**src/rtl/game_fsm.sv**
```systemverilog
// game_fsm - sequencing core of the 4-digit code-breaking game.
//
// Converts one-hot digit switches and a debounced confirm button into the
// game state, the secret target, the current guess, the remaining chances
// and a blink phase for the downstream HEX/LEDR display controller.
//
// Ports:
//   clk        in   system clock
//   rst_n      in   synchronous active-low reset
//   confirm    in   debounced confirm button (active-high level)
//   sw[9:0]    in   digit switches, sw[k] high selects digit k
//   state      out  current game state
//   blink_on   out  blink phase (1 = lit)
//   target     out  secret digits, index 3 is the leftmost digit
//   guess      out  current guess digits
//   candidate  out  digit selected on sw (0 unless exactly one switch is up)
//   sw_valid   out  candidate acceptable at the current entry position
//   chances    out  guesses remaining

package game_types;
    typedef enum logic [3:0] {
        S_IDLE, S_SET_D3, S_SET_D2, S_SET_D1, S_SET_D0,
        S_GUESS_D3, S_GUESS_D2, S_GUESS_D1, S_GUESS_D0,
        S_SHOW_RESULT, S_WIN, S_LOSE
    } state_t;
endpackage

module game_fsm
    import game_types::*;
#(
    parameter int BLINK_HALF  = 12_500_000,
    parameter int MAX_CHANCES = 5
) (
    input  logic       clk,
    input  logic       rst_n,
    input  logic       confirm,
    input  logic [9:0] sw,
    output state_t     state,
    output logic       blink_on,
    output logic [3:0] target [3:0],
    output logic [3:0] guess  [3:0],
    output logic [3:0] candidate,
    output logic       sw_valid,
    output logic [2:0] chances
);

    localparam int            CW         = (BLINK_HALF > 1) ? $clog2(BLINK_HALF) : 1;
    localparam logic [CW-1:0] BLINK_TERM = CW'(BLINK_HALF - 1);
    localparam logic [2:0]    CH_INIT    = 3'(MAX_CHANCES);

    state_t          state_q, state_d;
    logic [3:0][3:0] target_q, guess_q;
    logic [3:0]      cand_q, cand_d;
    logic            sw_valid_q, sw_valid_d;
    logic [2:0]      chances_q;
    logic            blink_q;
    logic [CW-1:0]   blink_cnt_q;
    logic            confirm_q;

    logic            cfm;
    logic            one_hot;
    logic [3:0]      ones;
    logic [3:0]      idx;
    logic            set_phase, guess_phase;
    logic [1:0]      pos;
    logic            wr_target, wr_guess, new_game, dec_chance;

    // True when cand already sits at an entry position above p.
    function automatic logic digit_taken(input logic [3:0] cand,
                                         input logic [3:0][3:0] digits,
                                         input logic [1:0] p);
        logic hit;
        hit = 1'b0;
        for (int k = 0; k < 4; k++) begin
            if (k > int'(p) && digits[k] == cand) hit = 1'b1;
        end
        return hit;
    endfunction

    // confirm_q resets high so a button held through reset never fires.
    assign cfm = confirm & ~confirm_q;

    // Switch decode and entry-position lookup.
    always_comb begin
        ones = 4'd0;
        idx  = 4'd0;
        for (int k = 0; k < 10; k++) begin
            if (sw[k]) begin
                ones = ones + 4'd1;
                idx  = 4'(k);
            end
        end
        one_hot = (ones == 4'd1);
        cand_d  = one_hot ? idx : 4'd0;

        set_phase   = 1'b0;
        guess_phase = 1'b0;
        pos         = 2'd0;
        case (state_q)
            S_SET_D3:   begin set_phase   = 1'b1; pos = 2'd3; end
            S_SET_D2:   begin set_phase   = 1'b1; pos = 2'd2; end
            S_SET_D1:   begin set_phase   = 1'b1; pos = 2'd1; end
            S_SET_D0:   begin set_phase   = 1'b1; pos = 2'd0; end
            S_GUESS_D3: begin guess_phase = 1'b1; pos = 2'd3; end
            S_GUESS_D2: begin guess_phase = 1'b1; pos = 2'd2; end
            S_GUESS_D1: begin guess_phase = 1'b1; pos = 2'd1; end
            S_GUESS_D0: begin guess_phase = 1'b1; pos = 2'd0; end
            default: ;
        endcase

        sw_valid_d = one_hot
                   & ~(set_phase   && digit_taken(cand_d, target_q, pos))
                   & ~(guess_phase && digit_taken(cand_d, guess_q,  pos));
    end

    // Next-state logic; every transition is gated by the confirm edge.
    always_comb begin
        state_d    = state_q;
        wr_target  = 1'b0;
        wr_guess   = 1'b0;
        new_game   = 1'b0;
        dec_chance = 1'b0;
        if (cfm) begin
            case (state_q)
                S_IDLE: begin
                    state_d  = S_SET_D3;
                    new_game = 1'b1;
                end
                S_SET_D3, S_SET_D2, S_SET_D1, S_SET_D0: begin
                    if (sw_valid_q) begin
                        wr_target = 1'b1;
                        case (state_q)
                            S_SET_D3: state_d = S_SET_D2;
                            S_SET_D2: state_d = S_SET_D1;
                            S_SET_D1: state_d = S_SET_D0;
                            default:  state_d = S_GUESS_D3;
                        endcase
                    end
                end
                S_GUESS_D3, S_GUESS_D2, S_GUESS_D1, S_GUESS_D0: begin
                    if (sw_valid_q) begin
                        wr_guess = 1'b1;
                        case (state_q)
                            S_GUESS_D3: state_d = S_GUESS_D2;
                            S_GUESS_D2: state_d = S_GUESS_D1;
                            S_GUESS_D1: state_d = S_GUESS_D0;
                            default: begin
                                state_d    = S_SHOW_RESULT;
                                dec_chance = 1'b1;
                            end
                        endcase
                    end
                end
                S_SHOW_RESULT: begin
                    if (guess_q == target_q)     state_d = S_WIN;
                    else if (chances_q == 3'd0)  state_d = S_LOSE;
                    else                         state_d = S_GUESS_D3;
                end
                default: state_d = S_IDLE;
            endcase
        end
    end

    always_ff @(posedge clk) begin
        if (!rst_n) begin
            state_q     <= S_IDLE;
            target_q    <= '0;
            guess_q     <= '0;
            cand_q      <= 4'd0;
            sw_valid_q  <= 1'b0;
            chances_q   <= CH_INIT;
            blink_q     <= 1'b1;
            blink_cnt_q <= '0;
            confirm_q   <= 1'b1;
        end else begin
            confirm_q  <= confirm;
            cand_q     <= cand_d;
            sw_valid_q <= sw_valid_d;
            state_q    <= state_d;

            if (new_game) begin
                target_q  <= '0;
                guess_q   <= '0;
                chances_q <= CH_INIT;
            end
            // The registered candidate is written, matching the sw_valid it was qualified with.
            if (wr_target) target_q[pos] <= cand_q;
            if (wr_guess)  guess_q[pos]  <= cand_q;
            if (dec_chance && chances_q != 3'd0) chances_q <= chances_q - 3'd1;

            // A state change restarts the blink so the newly active digit is lit at once.
            if (state_d != state_q) begin
                blink_cnt_q <= '0;
                blink_q     <= 1'b1;
            end else if (blink_cnt_q == BLINK_TERM) begin
                blink_cnt_q <= '0;
                blink_q     <= ~blink_q;
            end else begin
                blink_cnt_q <= blink_cnt_q + 1'b1;
            end
        end
    end

    assign state     = state_q;
    assign blink_on  = blink_q;
    assign candidate = cand_q;
    assign sw_valid  = sw_valid_q;
    assign chances   = chances_q;

    always_comb begin
        for (int k = 0; k < 4; k++) begin
            target[k] = target_q[k];
            guess[k]  = guess_q[k];
        end
    end

endmodule

```
**config.mk**
```make
export PLATFORM = sky130hd
export DESIGN_NAME = game_fsm
export DESIGN_NICKNAME = d
export VERILOG_FILES = /design/src/rtl/game_fsm.sv
export SDC_FILE = /design/constraint.sdc
export NUM_CORES = 1
export LEC_CHECK = 0
export ABC_AREA = 1
export CAP_MARGIN = 20
export CORE_ASPECT_RATIO = 2
export CORE_MARGIN = 2
export CORE_UTILIZATION = 64
export CTS_CLUSTER_SIZE = 10
export DETAILED_ROUTE_END_ITERATION = 8
export DONT_BUFFER_PORTS = 1
export PLACE_DENSITY = 0.81
export SYNTH_ARGS = -nofsm -noshare
export SYNTH_HDL_FRONTEND = slang
export SYNTH_SLANG_ARGS = --single-unit
```
**constraint.sdc**
```tcl
create_clock -name clk -period 7.2 [get_ports clk]
set_input_delay 1.08 -clock clk [delete_from_list [all_inputs] [get_ports clk]]
set_output_delay 1.08 -clock clk [all_outputs]
set_load 0.1 [all_outputs]
```
==> impl_metrics.py <==
metrics = {
    "clock_tree": {
        "cts_buffers": 9,
        "htree_levels": 3,
        "clk_path_buf_depth": 2,
        "clk_pin_slew_worst_paths_ns": 0.05,
        "clk_latency_ns": 0.33,
        "cts.sinks": 70,
        "cts_tree": "done",
        "clockRootBuffer": "clkbuf_16",
        "cts_resized": 0,
        "hold_buffers": 0,
        "postCtsSetupRepairBufs": 0,
    },
    "pwr": {
        "finalPower_mw": 1.149,
        "power_frac_comb_pct": 22.7,
        "p_clk_share_pct": 42.7,
        "pwr_density_cell_mw_per_mm2": 219.7,
        "power.switching_mw": 0.3389,
        "seq_power_share_pct": 34.6,
        "p_leak_nw": 2.400,
        "internal_power_mw": 0.8104,
        "swShare_pct": 29.49,
        "vdd_drop_max_uv": 190.6,
    },
    "layout": {
        "multiInputGateArea_mm2": 0.002809,
        "layout.nets": 767,
        "antennaDiodeCount": 0,
        "final_cell_count_no_fill": 839,
        "regArea_mm2": 0.001401,
        "drive_gt1_share_pct": 11.24,
        "area_delta_synth_final_pct": 11.55,
        "nFillCells": 581,
        "final_area_mm2": 0.005233,
        "final_util_pct": 73.11,
    },
    "synth": {
        "ys_seq_area_share_pct": 29.87,
        "syn_inst": 725,
        "ys_ff_latch": 70,
        "synthFlopType": "dfxtp_1",
        "synthArstFlopShare_pct": 0,
        "syn_avg_cell_area_um2": 6.470,
        "ys_types": 34,
        "synth_edf_count": 0,
        "syn_area_mm2": 0.004691,
        "yosysWarnings": 0,
        "syn-num-nets": 750,
    },
    "setup_path": {
        "cp.required_ns": 7.43,
        "slowest_stage": "ha_1",
        "path_class": "input pin to flop",
        "start_kind": "input pin",
        "cp-end-kind": "flop",
        "critPathMaxStageDelay_ns": 0.33,
        "crit_path_frequent_cell": "nand2_1",
        "crit_arrival_ns": 6.97,
        "crit_fanout": 7,
    },
    "sta": {
        "fin_worst_skew_ns": 0.005736,
        "tns_ns": 0,
        "hold_viol_final": 0,
        "fin_crit_ns": 6.731,
        "tightest_slew_ns": 1.145,
        "setup_ws_ns": 0.4690,
        "drv_slew": 0,
        "slew_headroom_pct": 23.55,
        "grt_setup_unrepaired": "no",
        "whs_ns": 0.4482,
        "setup_viol": 0,
        "timing.final.crit_share_pct": 93.49,
        "max_freq_ghz": 0.1486,
    },
    "floorplanning": {
        "die_y_um": 125.1,
        "io_pins": 58,
        "die_area_mm2": 0.008071,
        "die_w_um": 64.54,
        "core_mm2": 0.007157,
        "num_rows": 44,
        "start_util_pct": 65.54,
    },
    "hold_path": {
        "holdCritPathClass": "flop to flop",
    },
    "routing": {
        "final_antenna_net_count": 0,
        "dr.first_iter.drc_count": 333,
        "wl_per_cell_um": 13.15,
        "num_vias": 4549,
        "routed_wl_mm": 11.03,
        "dr.pass1.iters": 5,
        "drcViolationCount": 0,
        "avgViaCountPerCell": 5.422,
    },
    "placed_design": {
        "hpwlAfterDp_mm": 8.081,
        "place_congestion": 0.8888,
        "io_buffers": 0,
        "placed_cell_area_mm2": 0.004813,
        "pre_cts_ws_ns": 0.1199,
        "post-place-cells": 815,
    },
    "outcome": {
        "status": "finished clean",
    },
    "global_route": {
        "grt-ovfl-total": 0,
        "track_usage_pct": 28.62,
        "grt_pass1_wl_mm": 18.80,
        "antenna_found_initial": 0,
        "grt_max_degree": 34,
        "grt_pass1_vias": 4367,
    },
    "run": {
        "cap_violations": 0,
    },
}
## synth_stat cells (all sizes together), types with 2 or more instances
cell	n	share of area, %
a21oi	45	4.8
a31oi	2	0.27
and2	2	0.27
buf	6	1.1
clkbuf	8	0.64
dfxtp	70	30
ha	12	3.2
inv	108	8.6
nand2	193	17
nand3	52	7.7
nand3b	2	0.32
nand4	19	2.5
nor2	94	8.0
nor3	10	1.1
nor4	7	0.93
o21ai	49	5.5
or2	5	0.67
xnor2	3	0.56
xor2	33	6.2
## cells by family (layout without fill, tap and decap cells)
family / after synthesis / count (layout) / synth area share, %
and+or+nand+nor: 385 / 386 / 38.65
buffers and inverters: 123 / 144 / 10.48
AOI/OAI and AO/OA: 99 / 99 / 11.07
DFF: 70 / 70 / 29.87
xor gates and xnor gates: 36 / 36 / 6.722
adders and majority gates: 12 / 12 / 3.201
## registers in the layout (all words and copies together) (netlist names)
| signal | flops |
|---|---|
| sw_valid | 1 |
| blink_cnt_q | 24 |
| blink_on | 1 |
| guess | 16 |
| target | 16 |
| chances | 3 |
| state | 4 |
| confirm_q | 1 |
| candidate | 4 |
## critical path: cells and delay by family
family | cells | cell delay [ns]
adder cells (fa/ha/maj) | 8 | 2.17
buffers and inverters | 5 | 0.25
AND/OR/NAND/NOR | 27 | 3.44
## cell usage in the layout (no fill, tap or decap), drive strengths merged, types with 3 or more instances in the layout
cell / Yosys / layout
nand2: 193 / 193
inv: 108 / 108
nor2: 94 / 95
dfxtp: 70 / 70
nand3: 52 / 52
o21ai: 49 / 49
a21oi: 45 / 45
xor2: 33 / 33
nand4: 19 / 19
buf: 6 / 18
clkbuf: 8 / 14
ha: 12 / 12
nor3: 10 / 10
nor4: 7 / 7
or2: 5 / 5
xnor2: 3 / 3
## layer usage
layer / share of wire, % / GRT usage [%] / up-vias
li1: - / - / 2344
met1: 42 / 34.99 / 2027
met2: 48 / 47.61 / 150
met3: 6.6 / 6.924 / 28
met4: 2.9 / 11.51 / 0
met5: 0 / 0 / -
## power by group through the flow
| stage | sequential [mW] | combinational, mW | clock [mW] |
|---|---|---|---|
| 6_report | 0.398 | 0.261 | 0.491 |
| 5_1_grt | 0.398 | 0.292 | 0.506 |
| 4_1_cts | 0.400 | 0.240 | 0.492 |
| 3_5_place_dp | 0.408 | 0.238 | 0 |
| 3_3_place_gp | 0.408 | 0.232 | 0 |
| 2_1_floorplan | 0.429 | 0.190 | 0 |
## final timing paths
path / startpoint / endpoint / slack (ns) / cells after the start
worst max-delay path: sw[1] / sw_valid / 0.47 / 40
worst min-delay path: blink_cnt_q[0] / blink_cnt_q[0] / 0.45 / 1
worst max register to register: target[10] / blink_cnt_q[5] / 3.24 / 14
worst min register to register: blink_cnt_q[0] / blink_cnt_q[0] / 0.45 / 1
## cell type report
class | count | area share, %
well taps | 92 | 2.200
multi-input cells | 533 | 53.68
clock buffers | 13 | 5.165
inverters | 109 | 7.819
flip-flops and latches | 70 | 26.78
repair buffers | 19 | 3.109
clock inverters | 3 | 1.243
No activity file was read; power rests on OpenSTA's default activity.
